File: config.mk
export PLATFORM = sky130hd
export DESIGN_NAME = memory_access_unit
export DESIGN_NICKNAME = d
export VERILOG_FILES = /design/src/rtl/mips_pkg.sv /design/src/rtl/load_store_align.sv /design/src/rtl/memory_access_unit.sv
export SDC_FILE = /design/constraint.sdc
export NUM_CORES = 1
export LEC_CHECK = 0
export CAP_MARGIN = 15
export CORE_MARGIN = 5
export CORE_UTILIZATION = 46
export CTS_CLUSTER_SIZE = 30
export DETAILED_ROUTE_END_ITERATION = 8
export GPL_ROUTABILITY_DRIVEN = 0
export HOLD_SLACK_MARGIN = 0.08
export PLACE_DENSITY_LB_ADDON = 0.1
export SETUP_SLACK_MARGIN = 0.3
export SYNTH_ARGS = -nofsm -noshare
export SYNTH_HDL_FRONTEND = slang
export SYNTH_SLANG_ARGS = --single-unit
export TNS_END_PERCENT = 30
File: constraint.sdc
create_clock -name Clk -period 2 [get_ports Clk]
set_input_delay 0.3 -clock Clk [delete_from_list [all_inputs] [get_ports Clk]]
set_output_delay 0.3 -clock Clk [all_outputs]
set_load 0.02 [all_outputs]
File: src/rtl/mips_pkg.sv
// Shared definitions for the MEM stage: access-size codes, FSM states,
// byte-enable patterns and the alignment rule.
package mips_pkg;

  typedef enum logic [1:0] {
    SIZE_BYTE = 2'b00,
    SIZE_HALF = 2'b01,
    SIZE_WORD = 2'b10,
    SIZE_RSVD = 2'b11
  } access_size_e;

  typedef enum logic [1:0] {
    ST_IDLE = 2'b00,
    ST_WAIT = 2'b01,
    ST_DONE = 2'b10
  } mau_state_e;

  localparam logic [3:0] BE_BYTE0   = 4'b0001;
  localparam logic [3:0] BE_HALF_LO = 4'b0011;
  localparam logic [3:0] BE_HALF_HI = 4'b1100;
  localparam logic [3:0] BE_WORD    = 4'b1111;

  // Bytes are always aligned; halves need bit 0 clear; word and the
  // reserved code need both low bits clear.
  function automatic logic addr_aligned(input logic [1:0] size, input logic [1:0] lo);
    logic ok;
    case (size)
      SIZE_BYTE: ok = 1'b1;
      SIZE_HALF: ok = ~lo[0];
      default:   ok = (lo == 2'b00);
    endcase
    return ok;
  endfunction

endpackage

File: src/rtl/load_store_align.sv
// Combinational lane logic: byte enables, store-data replication and
// load-data lane extraction with sign/zero extension.
module load_store_align
  import mips_pkg::*;
(
  input  logic [1:0]  size_i,
  input  logic [1:0]  addr_lo_i,
  input  logic        signed_i,
  input  logic [31:0] store_data_i,
  input  logic [31:0] rdata_i,
  output logic [3:0]  byte_en_o,
  output logic [31:0] wdata_o,
  output logic [31:0] load_data_o
);

  logic [7:0]  byte_lane_s;
  logic [15:0] half_lane_s;

  // Pick the addressed lanes out of the returned word.
  always_comb begin
    byte_lane_s = rdata_i[{addr_lo_i, 3'b000} +: 8];
    half_lane_s = addr_lo_i[1] ? rdata_i[31:16] : rdata_i[15:0];
  end

  // Size-dependent enables, store replication and load extension.
  always_comb begin
    byte_en_o   = BE_WORD;
    wdata_o     = store_data_i;
    load_data_o = rdata_i;
    case (size_i)
      SIZE_BYTE: begin
        byte_en_o   = BE_BYTE0 << addr_lo_i;
        wdata_o     = {4{store_data_i[7:0]}};
        load_data_o = signed_i ? {{24{byte_lane_s[7]}}, byte_lane_s}
                               : {24'h000000, byte_lane_s};
      end
      SIZE_HALF: begin
        byte_en_o   = addr_lo_i[1] ? BE_HALF_HI : BE_HALF_LO;
        wdata_o     = {2{store_data_i[15:0]}};
        load_data_o = signed_i ? {{16{half_lane_s[15]}}, half_lane_s}
                               : {16'h0000, half_lane_s};
      end
      default: begin
        byte_en_o   = BE_WORD;
        wdata_o     = store_data_i;
        load_data_o = rdata_i;
      end
    endcase
  end

endmodule

File: src/rtl/memory_access_unit.sv
// MEM pipeline stage: issues loads/stores over a req/ack data bus, stalls
// upstream while an access is outstanding, formats load data, and registers
// the writeback and branch results.
module memory_access_unit
  import mips_pkg::*;
#(
  parameter int TIMEOUT_CYCLES = 16,
  parameter int ADDR_WIDTH     = 32
) (
  input  logic                  Clk,
  input  logic                  Reset,
  input  logic                  ValidIn,
  input  logic                  BranchIn,
  input  logic                  MemReadIn,
  input  logic                  MemWriteIn,
  input  logic                  RegWriteIn,
  input  logic                  MemToRegIn,
  input  logic [1:0]            AccessSizeIn,
  input  logic                  SignedLoadIn,
  input  logic [31:0]           ALUResultIn,
  input  logic                  ZeroIn,
  input  logic [31:0]           BranchTargetIn,
  input  logic [31:0]           StoreDataIn,
  input  logic [4:0]            DestRegIn,
  output logic                  StallOut,
  output logic                  PCSrcOut,
  output logic [31:0]           BranchTargetOut,
  output logic                  MemReq,
  output logic                  MemWe,
  output logic [ADDR_WIDTH-1:0] MemAddr,
  output logic [31:0]           MemWData,
  output logic [3:0]            MemByteEn,
  input  logic                  MemAck,
  input  logic [31:0]           MemRData,
  output logic                  ValidOut,
  output logic                  RegWriteOut,
  output logic [31:0]           WriteDataOut,
  output logic [4:0]            DestRegOut,
  output logic                  MisalignedOut,
  output logic                  BusErrorOut
);

  localparam int CNT_W = (TIMEOUT_CYCLES < 2) ? 1 : $clog2(TIMEOUT_CYCLES);
  localparam logic [CNT_W-1:0] CNT_LAST = CNT_W'(TIMEOUT_CYCLES - 1);

  mau_state_e state_q, state_d;
  logic [CNT_W-1:0] cnt_q, cnt_d;

  // Instruction latched for the duration of a memory access.
  logic [31:0] alu_q, alu_d, store_q, store_d, target_q, target_d;
  logic [4:0]  dest_q, dest_d;
  logic [1:0]  size_q, size_d;
  logic        signed_q, signed_d, we_q, we_d, mtr_q, mtr_d;
  logic        rw_q, rw_d, take_q, take_d;

  // Writeback output registers.
  logic        valid_q, valid_d, regwr_q, regwr_d, pcsrc_q, pcsrc_d;
  logic        mis_q, mis_d, berr_q, berr_d;
  logic [31:0] wdata_q, wdata_d, btgt_q, btgt_d;
  logic [4:0]  wdest_q, wdest_d;

  logic        mem_op_s, aligned_s;
  logic [3:0]  be_s;
  logic [31:0] mwdata_s, load_s;

  load_store_align u_align (
    .size_i       (size_q),
    .addr_lo_i    (alu_q[1:0]),
    .signed_i     (signed_q),
    .store_data_i (store_q),
    .rdata_i      (MemRData),
    .byte_en_o    (be_s),
    .wdata_o      (mwdata_s),
    .load_data_o  (load_s)
  );

  // Classify the incoming instruction and drive the upstream stall.
  always_comb begin
    mem_op_s  = MemReadIn | MemWriteIn;
    aligned_s = addr_aligned(AccessSizeIn, ALUResultIn[1:0]);
    if (state_q == ST_IDLE) begin
      StallOut = ValidIn & mem_op_s & aligned_s;
    end else begin
      StallOut = 1'b1;
    end
  end

  // Bus signals are driven only while waiting for the acknowledge.
  always_comb begin
    if (state_q == ST_WAIT) begin
      MemReq    = 1'b1;
      MemWe     = we_q;
      MemAddr   = {alu_q[ADDR_WIDTH-1:2], 2'b00};
      MemWData  = mwdata_s;
      MemByteEn = be_s;
    end else begin
      MemReq    = 1'b0;
      MemWe     = 1'b0;
      MemAddr   = '0;
      MemWData  = 32'h0;
      MemByteEn = 4'b0000;
    end
  end

  // Next-state, latch and writeback logic; outputs default to a bubble.
  always_comb begin
    state_d  = state_q;
    cnt_d    = cnt_q;
    alu_d    = alu_q;    store_d  = store_q;  target_d = target_q;
    dest_d   = dest_q;   size_d   = size_q;   signed_d = signed_q;
    we_d     = we_q;     mtr_d    = mtr_q;    rw_d     = rw_q;
    take_d   = take_q;
    valid_d  = 1'b0;     regwr_d  = 1'b0;     pcsrc_d  = 1'b0;
    mis_d    = 1'b0;     berr_d   = 1'b0;
    wdata_d  = 32'h0;    btgt_d   = 32'h0;    wdest_d  = 5'd0;
    case (state_q)
      ST_IDLE: begin
        if (ValidIn) begin
          if (mem_op_s && aligned_s) begin
            alu_d    = ALUResultIn;  store_d = StoreDataIn;
            target_d = BranchTargetIn; dest_d = DestRegIn;
            size_d   = AccessSizeIn; signed_d = SignedLoadIn;
            we_d     = MemWriteIn;   mtr_d   = MemToRegIn;
            rw_d     = RegWriteIn & ~MemWriteIn;
            take_d   = BranchIn & ZeroIn;
            cnt_d    = '0;
            state_d  = ST_WAIT;
          end else begin
            valid_d  = 1'b1;
            wdata_d  = ALUResultIn;
            wdest_d  = DestRegIn;
            btgt_d   = BranchTargetIn;
            pcsrc_d  = BranchIn & ZeroIn;
            mis_d    = mem_op_s;
            regwr_d  = RegWriteIn & ~mem_op_s;
          end
        end else begin
          state_d = ST_IDLE;
        end
      end
      ST_WAIT: begin
        if (MemAck || (cnt_q == CNT_LAST)) begin
          state_d = ST_DONE;
          valid_d = 1'b1;
          wdest_d = dest_q;
          btgt_d  = target_q;
          pcsrc_d = take_q;
          berr_d  = ~MemAck;
          regwr_d = rw_q & MemAck;
          wdata_d = (MemAck && mtr_q && !we_q) ? load_s : alu_q;
        end else begin
          cnt_d = cnt_q + CNT_W'(1);
        end
      end
      ST_DONE: begin
        state_d = ST_IDLE;
      end
      default: begin
        state_d = ST_IDLE;
      end
    endcase
  end

  // State, latch and output registers with synchronous reset.
  always_ff @(posedge Clk) begin
    if (Reset) begin
      state_q <= ST_IDLE;  cnt_q <= '0;
      alu_q <= 32'h0;      store_q <= 32'h0;   target_q <= 32'h0;
      dest_q <= 5'd0;      size_q <= 2'b00;    signed_q <= 1'b0;
      we_q <= 1'b0;        mtr_q <= 1'b0;      rw_q <= 1'b0;
      take_q <= 1'b0;
      valid_q <= 1'b0;     regwr_q <= 1'b0;    pcsrc_q <= 1'b0;
      mis_q <= 1'b0;       berr_q <= 1'b0;
      wdata_q <= 32'h0;    btgt_q <= 32'h0;    wdest_q <= 5'd0;
    end else begin
      state_q <= state_d;  cnt_q <= cnt_d;
      alu_q <= alu_d;      store_q <= store_d; target_q <= target_d;
      dest_q <= dest_d;    size_q <= size_d;   signed_q <= signed_d;
      we_q <= we_d;        mtr_q <= mtr_d;     rw_q <= rw_d;
      take_q <= take_d;
      valid_q <= valid_d;  regwr_q <= regwr_d; pcsrc_q <= pcsrc_d;
      mis_q <= mis_d;      berr_q <= berr_d;
      wdata_q <= wdata_d;  btgt_q <= btgt_d;   wdest_q <= wdest_d;
    end
  end

  assign ValidOut        = valid_q;
  assign RegWriteOut     = regwr_q;
  assign PCSrcOut        = pcsrc_q;
  assign MisalignedOut   = mis_q;
  assign BusErrorOut     = berr_q;
  assign WriteDataOut    = wdata_q;
  assign BranchTargetOut = btgt_q;
  assign DestRegOut      = wdest_q;

endmodule
==> impl_metrics.py, run 1 <==
metrics = {
    "status": {
        "status": "complete, no violations",
    },
    "global_routing": {
        "grt_first_pass_wirelength_um": 46480,
        "grt_usage_pct": 26.69,
        "gr-total-overflow": 0,
        "antenna_found_initial": 4,
        "grt_max_degree": 79,
        "first_global_vias": 8561,
    },
    "hold_path": {
        "min_to": "size_q[1]",
        "min_from": "AccessSizeIn[1]",
        "hold_class": "in2reg",
        "worstHoldPathCells": 3,
    },
    "timing": {
        "finalMaxSlewViolations": 0,
        "max_slew_margin_pct": 36.38,
        "fin_crit_ns": 1.909,
        "final-hold-violation-count": 0,
        "setup_viol": 0,
        "skew_ns": 0.01395,
        "worstMarginPinSlew_ns": 0.9543,
        "fmax_mhz": 523.9,
        "fin_crit_sh_pct": 95.44,
        "rsz0062_at_grt": "yes",
    },
    "detailed_routing": {
        "ant_nets": 0,
        "vias": 9222,
        "routed_wl_um": 32210,
        "routedWlPerCell_um": 20.02,
        "first_pass_iters": 5,
        "drc": 0,
        "via_per_inst": 5.732,
        "drt_iter0_markers": 728,
    },
    "job": {
        "max-cap-violations": 0,
    },
    "clock_network": {
        "clk_latency_ns": 0.44,
        "htree_levels": 4,
        "cts_buffers": 17,
        "cts_root_buf": "clkbuf_16",
        "clock-sinks": 188,
        "hold_buffers": 0,
        "clk_path_buf_depth": 2,
        "clk_pin_slew_ns": 0.07,
        "cts_tree": "done",
    },
    "worst_setup_path": {
        "timing.rr.end": "WriteDataOut[20]",
        "critPathMaxFanout": 7,
        "reg2reg_from": "size_q[1]",
        "critical-path-max-stage-delay_ns": 0.42,
        "path_class": "reg2out",
        "ff2ff_setup_slack_ns": 0.23,
        "end_kind": "primary output",
        "cp_slowest_cell": "dfxtp_4",
        "rr_worst_depth": 7,
        "crit_chain": "buf_8 > mux2i_1 > nor2_1 > a21oi_1 > nor2_2 > buf_6",
        "cp.arrival_ns": 1.61,
        "startpoint_type": "flip-flop",
        "crit_required_ns": 1.70,
    },
    "power_and_ir_drop": {
        "ir_drop_mv": 0.6194,
        "leakagePower_nw": 5.026,
        "p_per_area_nw_per_um2": 680.0,
        "totalPowerFinal_w": 0.009226,
    },
    "final_layout": {
        "fillers": 1444,
        "final_util_pct": 73.26,
        "final_common_cell": "nand2_1",
        "fin_nets": 1507,
        "drive_gt1_share_pct": 24.03,
        "layout_common_cells": "233 x nand2_1, 211 x clkdlybuf4s50_1, 181 x dfxtp_1",
        "final-seq-area_um2": 3780,
        "syn2layout_area_growth_pct": 58.06,
        "multi_input_area_um2": 5031,
    },
    "synthesis": {
        "synthArstFlopShare_pct": 0,
        "ys_ff_latch": 188,
        "yosysSeqAreaShare_pct": 43.85,
        "syn_area_per_cell_um2": 8.143,
        "ys.warnings.count": 0,
        "synth_top_area_share_pct": 43.85,
        "synth_edf_count": 0,
        "synth.distinct_cells": 58,
        "syn_area_um2": 8583,
        "syn_inst": 1054,
        "synthFlopType": "dfxtp_1",
        "yosys.area.top_type": "dfxtp_1",
        "synth.area.top_cells": "dfxtp_1 44%, nand2_1 10%, a21oi_1 8.7%",
    },
    "placement": {
        "dpl.hpwl_um": 20280,
        "io_buffers": 288,
    },
    "die": {
        "core_area_um2": 18520,
        "dieArea_um2": 21490,
        "die_h_um": 146.6,
        "fp.dieW_um": 146.6,
        "num_rows": 50,
        "boundaryPins": 291,
        "start_util_pct": 46.35,
    },
}
==> critical path, delay by kind of cell, from the launching register on <==
family | cells | cell delay [ns]
AND/OR/NAND/NOR | 2 | 0.12
AO/OA/AOI/OAI | 1 | 0.18
multiplexers | 1 | 0.18
flip-flops | 1 | 0.42
buffers and inverters | 2 | 0.28
==> area by class of cell <==
| cell class | instances | share of cell area [%] |
|---|---|---|
| sequential | 188 | 27.86 |
| timing repair buffer | 381 | 28.38 |
| multi-input combinational | 767 | 37.08 |
| antenna | 2 | 0.03689 |
| clock inverter | 14 | 1.125 |
| tap | 234 | 2.158 |
| inverter | 5 | 0.1937 |
| clock buffer | 18 | 3.163 |
==> metal layers <==
| layer | share of wire, % | global-route usage [%] |
|---|---|---|
| met2 | 47 | 42.36 |
| met1 | 40 | 34.28 |
| met5 | 0.043 | 0 |
| met3 | 8.8 | 7.045 |
| met4 | 4.6 | 11.57 |
==> logic make-up (layout without fill, tap and decap cells) <==
group | Yosys count | in the layout | share of synthesized area (%)
AOI/OAI and AO/OA | 265 | 266 | 20.12
xor gates and xnor gates | 3 | 3 | 0.3062
adders and majority gates | 1 | 1 | 0.1457
buffers and inverters | 103 | 418 | 5.291
DFF | 188 | 188 | 43.85
muxes | 62 | 62 | 7.886
other | 1 | 4 | 0.04369
and+or+nand+nor | 431 | 433 | 22.36
==> report_power, final <==
group / leakage (nW) / switching [W] / internal, W
logic: 3.21 / 0.000944 / 0.000889
clock network: 0.278 / 0.00169 / 0.00167
registers: 1.54 / 0.000118 / 0.00391
total: 5.03 / 0.00275 / 0.00647
==> timing repair <==
item	4_1_cts	5_1_grt
gates resized for setup	276	214
pin swaps	4	42
cloned	1	11
setup buffers	5	16
endpoints found under the setup margin	113	233
==> metrics by stage <==
stage	setup TNS, ns	std cells	worst slack, ns	hold WS [ns]	instance area (µm²)
after CTS	0	1580	0.08212	0.1756	12660
after global placement	-8.633	1542	-0.1987	0.4412	12060
after floorplan	0	1055	0.2370	0.3785	8632
final	0	1609	0.09127	0.1608	13570
after detailed placement	-13.19	1542	-0.2695	0.4461	12060
after global routing	0	1609	0.003902	0.1789	13570
==> flip-flops by register name, summed over array words and instances, names as in the netlist <==
signal and cells:
rw_q 1, cnt_q 4, ValidOut 1, size_q 2
DestRegOut 5, BranchTargetOut 32, WriteDataOut 32, state_q 2
target_q 32, mtr_q 1, BusErrorOut 1, take_q 1
RegWriteOut 1, PCSrcOut 1, dest_q 5, we_q 1
store_q 32, alu_q 32, MisalignedOut 1, signed_q 1
==> worst max-delay path by stage <==
stage / startpoint / end / depth (start not counted)
after floorplan: size_q[1] / MemWData[16] / 6
after global placement: MemAck / WriteDataOut[2] / 5
after detailed placement: MemAck / WriteDataOut[3] / 5
after CTS: size_q[0] / MemWData[31] / 6
after global routing: size_q[0] / MemWData[25] / 6
final: size_q[0] / MemWData[25] / 6
==> cell usage after synthesis (2+ instances only) <==
cell type	instances
inv_1	4
nand2_1	236
nor4_1	3
buf_4	3
o22ai_1	6
o2bb2ai_1	9
and3_1	2
and2_1	52
a221oi_1	4
mux2i_1	26
a221oi_2	4
xor2_1	3
nor3_1	3
nand2b_1	3
nand3b_1	3
nor2_1	73
a31o_2	2
clkbuf_1	50
a22o_1	8
o221ai_1	2
nand4_1	2
and2_0	2
o311ai_1	10
o311ai_0	6
nand3_1	32
a21oi_1	149
mux2_2	35
o21ai_0	11
a32oi_1	39
buf_1	5
and3b_1	2
nor2b_1	8
dfxtp_1	188
o211ai_1	7
buf_2	39
Power figures use the tool's default switching activity.
==> inputs of run 2 (changes only) <==
--- a/config.mk
+++ b/config.mk
@@ -13,7 +13,6 @@
 export GPL_ROUTABILITY_DRIVEN = 0
 export HOLD_SLACK_MARGIN = 0.08
 export PLACE_DENSITY_LB_ADDON = 0.1
-export SETUP_SLACK_MARGIN = 0.3
 export SYNTH_ARGS = -nofsm -noshare
 export SYNTH_HDL_FRONTEND = slang
 export SYNTH_SLANG_ARGS = --single-unit
==> run 2 against run 1 <==
  * Die area unchanged
  * Sequential power about the same
  * Register-to-register slack got worse by 0.08 ns
  * Hold slack improved by 0.14 ns
  * Utilization decreased by 5.2 points
  * Critical path depth unchanged
  * Combinational power decreased by 11%
  * Cell area decreased by 7.0%
  * Maximum frequency decreased by 4.3%
  * Global-route usage decreased by 0.18 points
  * Clock-buffer cell count decreased by 1
  * Critical path type is now in2out
  * Largest cell class unchanged
==> impl_metrics.py, run 2 (same netlist as run 1, synthesis figures left out) <==
metrics = {
    "timing": {
        "fin_ws_ns": 0.004957,
        "worstMarginPinSlew_ns": 0.6788,
        "setup_viol": 0,
        "fmax_mhz": 501.2,
        "final-hold-violation-count": 0,
        "max_slew_margin_pct": 54.69,
        "skew_ns": 0.01689,
        "fin_crit_sh_pct": 99.75,
        "rsz0062_at_grt": "yes",
        "whs_ns": 0.3003,
        "fin_crit_ns": 1.995,
        "finalMaxSlewViolations": 0,
    },
    "power_and_ir_drop": {
        "swShare_pct": 28.15,
        "combPwrFrac_pct": 17.6,
        "ir_drop_mv": 0.5829,
        "clkPwrFrac_pct": 38.8,
        "seqPwrFrac_pct": 43.6,
        "totalPowerFinal_w": 0.009202,
        "p_per_area_nw_per_um2": 729.7,
        "leakagePower_nw": 4.725,
        "p_int_w": 0.006612,
        "p_switching_w": 0.002591,
    },
    "worst_setup_path": {
        "end_kind": "primary output",
        "crit_top_cell": "buf_4",
        "crit_required_ns": 1.70,
        "critical-path-max-stage-delay_ns": 0.48,
        "reg2reg_from": "alu_q[1]",
        "worst-path-buf-inv": 3,
        "ff2ff_setup_slack_ns": 0.15,
        "path_class": "in2out",
        "rr_worst_depth": 4,
        "path_depth": 6,
        "cp_slowest_cell": "clkdlybuf4s50_1",
        "critPathTopFamily": "buffers and inverters",
        "startpoint_type": "primary input",
        "timing.rr.end": "WriteDataOut[14]",
        "crit_chain": "clkdlybuf4s50_1 > a21oi_1 > buf_4 > o22a_1 > a211o_1 > buf_4",
        "cp.arrival_ns": 1.70,
        "critPathMaxFanout": 4,
    },
    "die": {
        "boundaryPins": 291,
        "num_rows": 50,
        "dieArea_um2": 21490,
        "start_util_pct": 46.35,
        "fp.dieW_um": 146.6,
        "die_h_um": 146.6,
        "core_area_um2": 18520,
    },
    "global_routing": {
        "grt_max_degree": 115,
        "grtUsageMet3_pct": 7.542,
        "use_met1_pct": 35.26,
        "use_met2_pct": 41.35,
        "antenna_found_initial": 2,
        "gr-total-overflow": 0,
        "first_global_vias": 8456,
        "grt_first_pass_wirelength_um": 46170,
        "grt_busiest_layer": "met2",
        "grt_usage_pct": 26.50,
    },
    "detailed_routing": {
        "first_pass_iters": 5,
        "drc": 0,
        "routed_wl_um": 29530,
        "routedWlPerCell_um": 18.68,
        "drt_iter0_markers": 728,
        "via_per_inst": 5.548,
        "ant_nets": 0,
        "vias": 8771,
    },
    "clock_network": {
        "htree_levels": 4,
        "cts_buffers": 17,
        "clk_path_buf_depth": 2,
        "clk_latency_ns": 0.44,
        "cts_root_buf": "clkbuf_16",
        "clock-sinks": 188,
        "clk_pin_slew_ns": 0.07,
        "cts_tree": "done",
        "post_cts_buffers": 0,
    },
    "final_layout": {
        "syn2layout_area_growth_pct": 46.92,
        "final_common_cell": "nand2_1",
        "fin_nets": 1478,
        "drive_gt1_share_pct": 15.77,
        "fillers": 1563,
        "finish.instance_area_um2": 12610,
        "fin_cells": 1581,
        "layout_common_cells": "236 x nand2_1, 217 x clkdlybuf4s50_1, 185 x dfxtp_1",
    },
    "hold_path": {
        "min_to": "size_q[1]",
        "worstHoldPathCells": 3,
        "hold_class": "in2reg",
        "min_from": "AccessSizeIn[1]",
    },
    "placement": {
        "pre_cts_ws_ns": -0.1244,
        "io_buffers": 288,
        "dpl.hpwl_um": 20380,
        "dp_cells": 1546,
        "placed_area_um2": 12120,
    },
    "status": {
        "status": "complete, no violations",
    },
    "job": {
        "max-cap-violations": 0,
    },
}
-- run 2: tightest hold or removal path, cell delays in order --
cell and delay (ns):
dlygate4sd2_1 0.26, nand2_1 0.06, a21oi_1 0.06
-- run 2: final cells by class --
cell class                 count  area, µm²  share of cell area [%]
multi-input combinational    764       4446                   35.25
sequential                   188       3772                   29.91
timing repair buffer         355       3447                   27.33
clock buffer                  17      425.4                   3.373
tap                          234      292.8                   2.322
clock inverter                15      198.9                   1.578
inverter                       5      21.27                  0.1687
antenna                        3      7.507                 0.05953
-- run 2: how the worst max path moves through the flow --
stage	startpoint	endpoint	slack, ns
CTS	size_q[1]	MemWData[22]	-0.19
floorplan	size_q[1]	MemWData[24]	0.16
finish	ALUResultIn[1]	StallOut	0.005
global placement	MemRData[7]	WriteDataOut[18]	-0.09
detailed placement	MemRData[23]	WriteDataOut[8]	-0.12
global route	ALUResultIn[1]	StallOut	-0.07
-- run 2: power by group through the flow --
| stage | registers [W] | clock network, W | logic, W |
|---|---|---|---|
| final | 0.00401 | 0.00357 | 0.00162 |
| after global placement | 0.00409 | 0 | 0.00159 |
| after global routing | 0.00403 | 0.00381 | 0.00173 |
| after detailed placement | 0.00410 | 0 | 0.00160 |
| after floorplan | 0.00414 | 0 | 0.000708 |
| after CTS | 0.00401 | 0.00365 | 0.00161 |
-- run 2: repair_timing --
| action | CTS | global route |
|---|---|---|
| cloned | 0 | 0 |
| resized for setup | 149 | 66 |
| pin swaps | 1 | 1 |
| hold buffers | 0 | 0 |
| endpoints found under the setup margin | 69 | 67 |
| hold endpoints to repair | 0 | 0 |
-- run 2: routing by layer --
| metal | wire length [µm] | up-vias |
|---|---|---|
| met5 | 0 | - |
| met4 | 912 | 0 |
| met3 | 2610 | 52 |
| met2 | 13500 | 378 |
| met1 | 12510 | 4122 |
| li1 | - | 4219 |
-- run 2: stage by stage --
| step | setup TNS, ns | utilization, % |
|---|---|---|
| after global placement | -1.394 | 65.44 |
| after detailed placement | -2.708 | 65.44 |
| after global routing | -0.1095 | 68.09 |
| after CTS | -0.3872 | 68.61 |
| after floorplan | 0 | - |
| final | 0 | 68.10 |
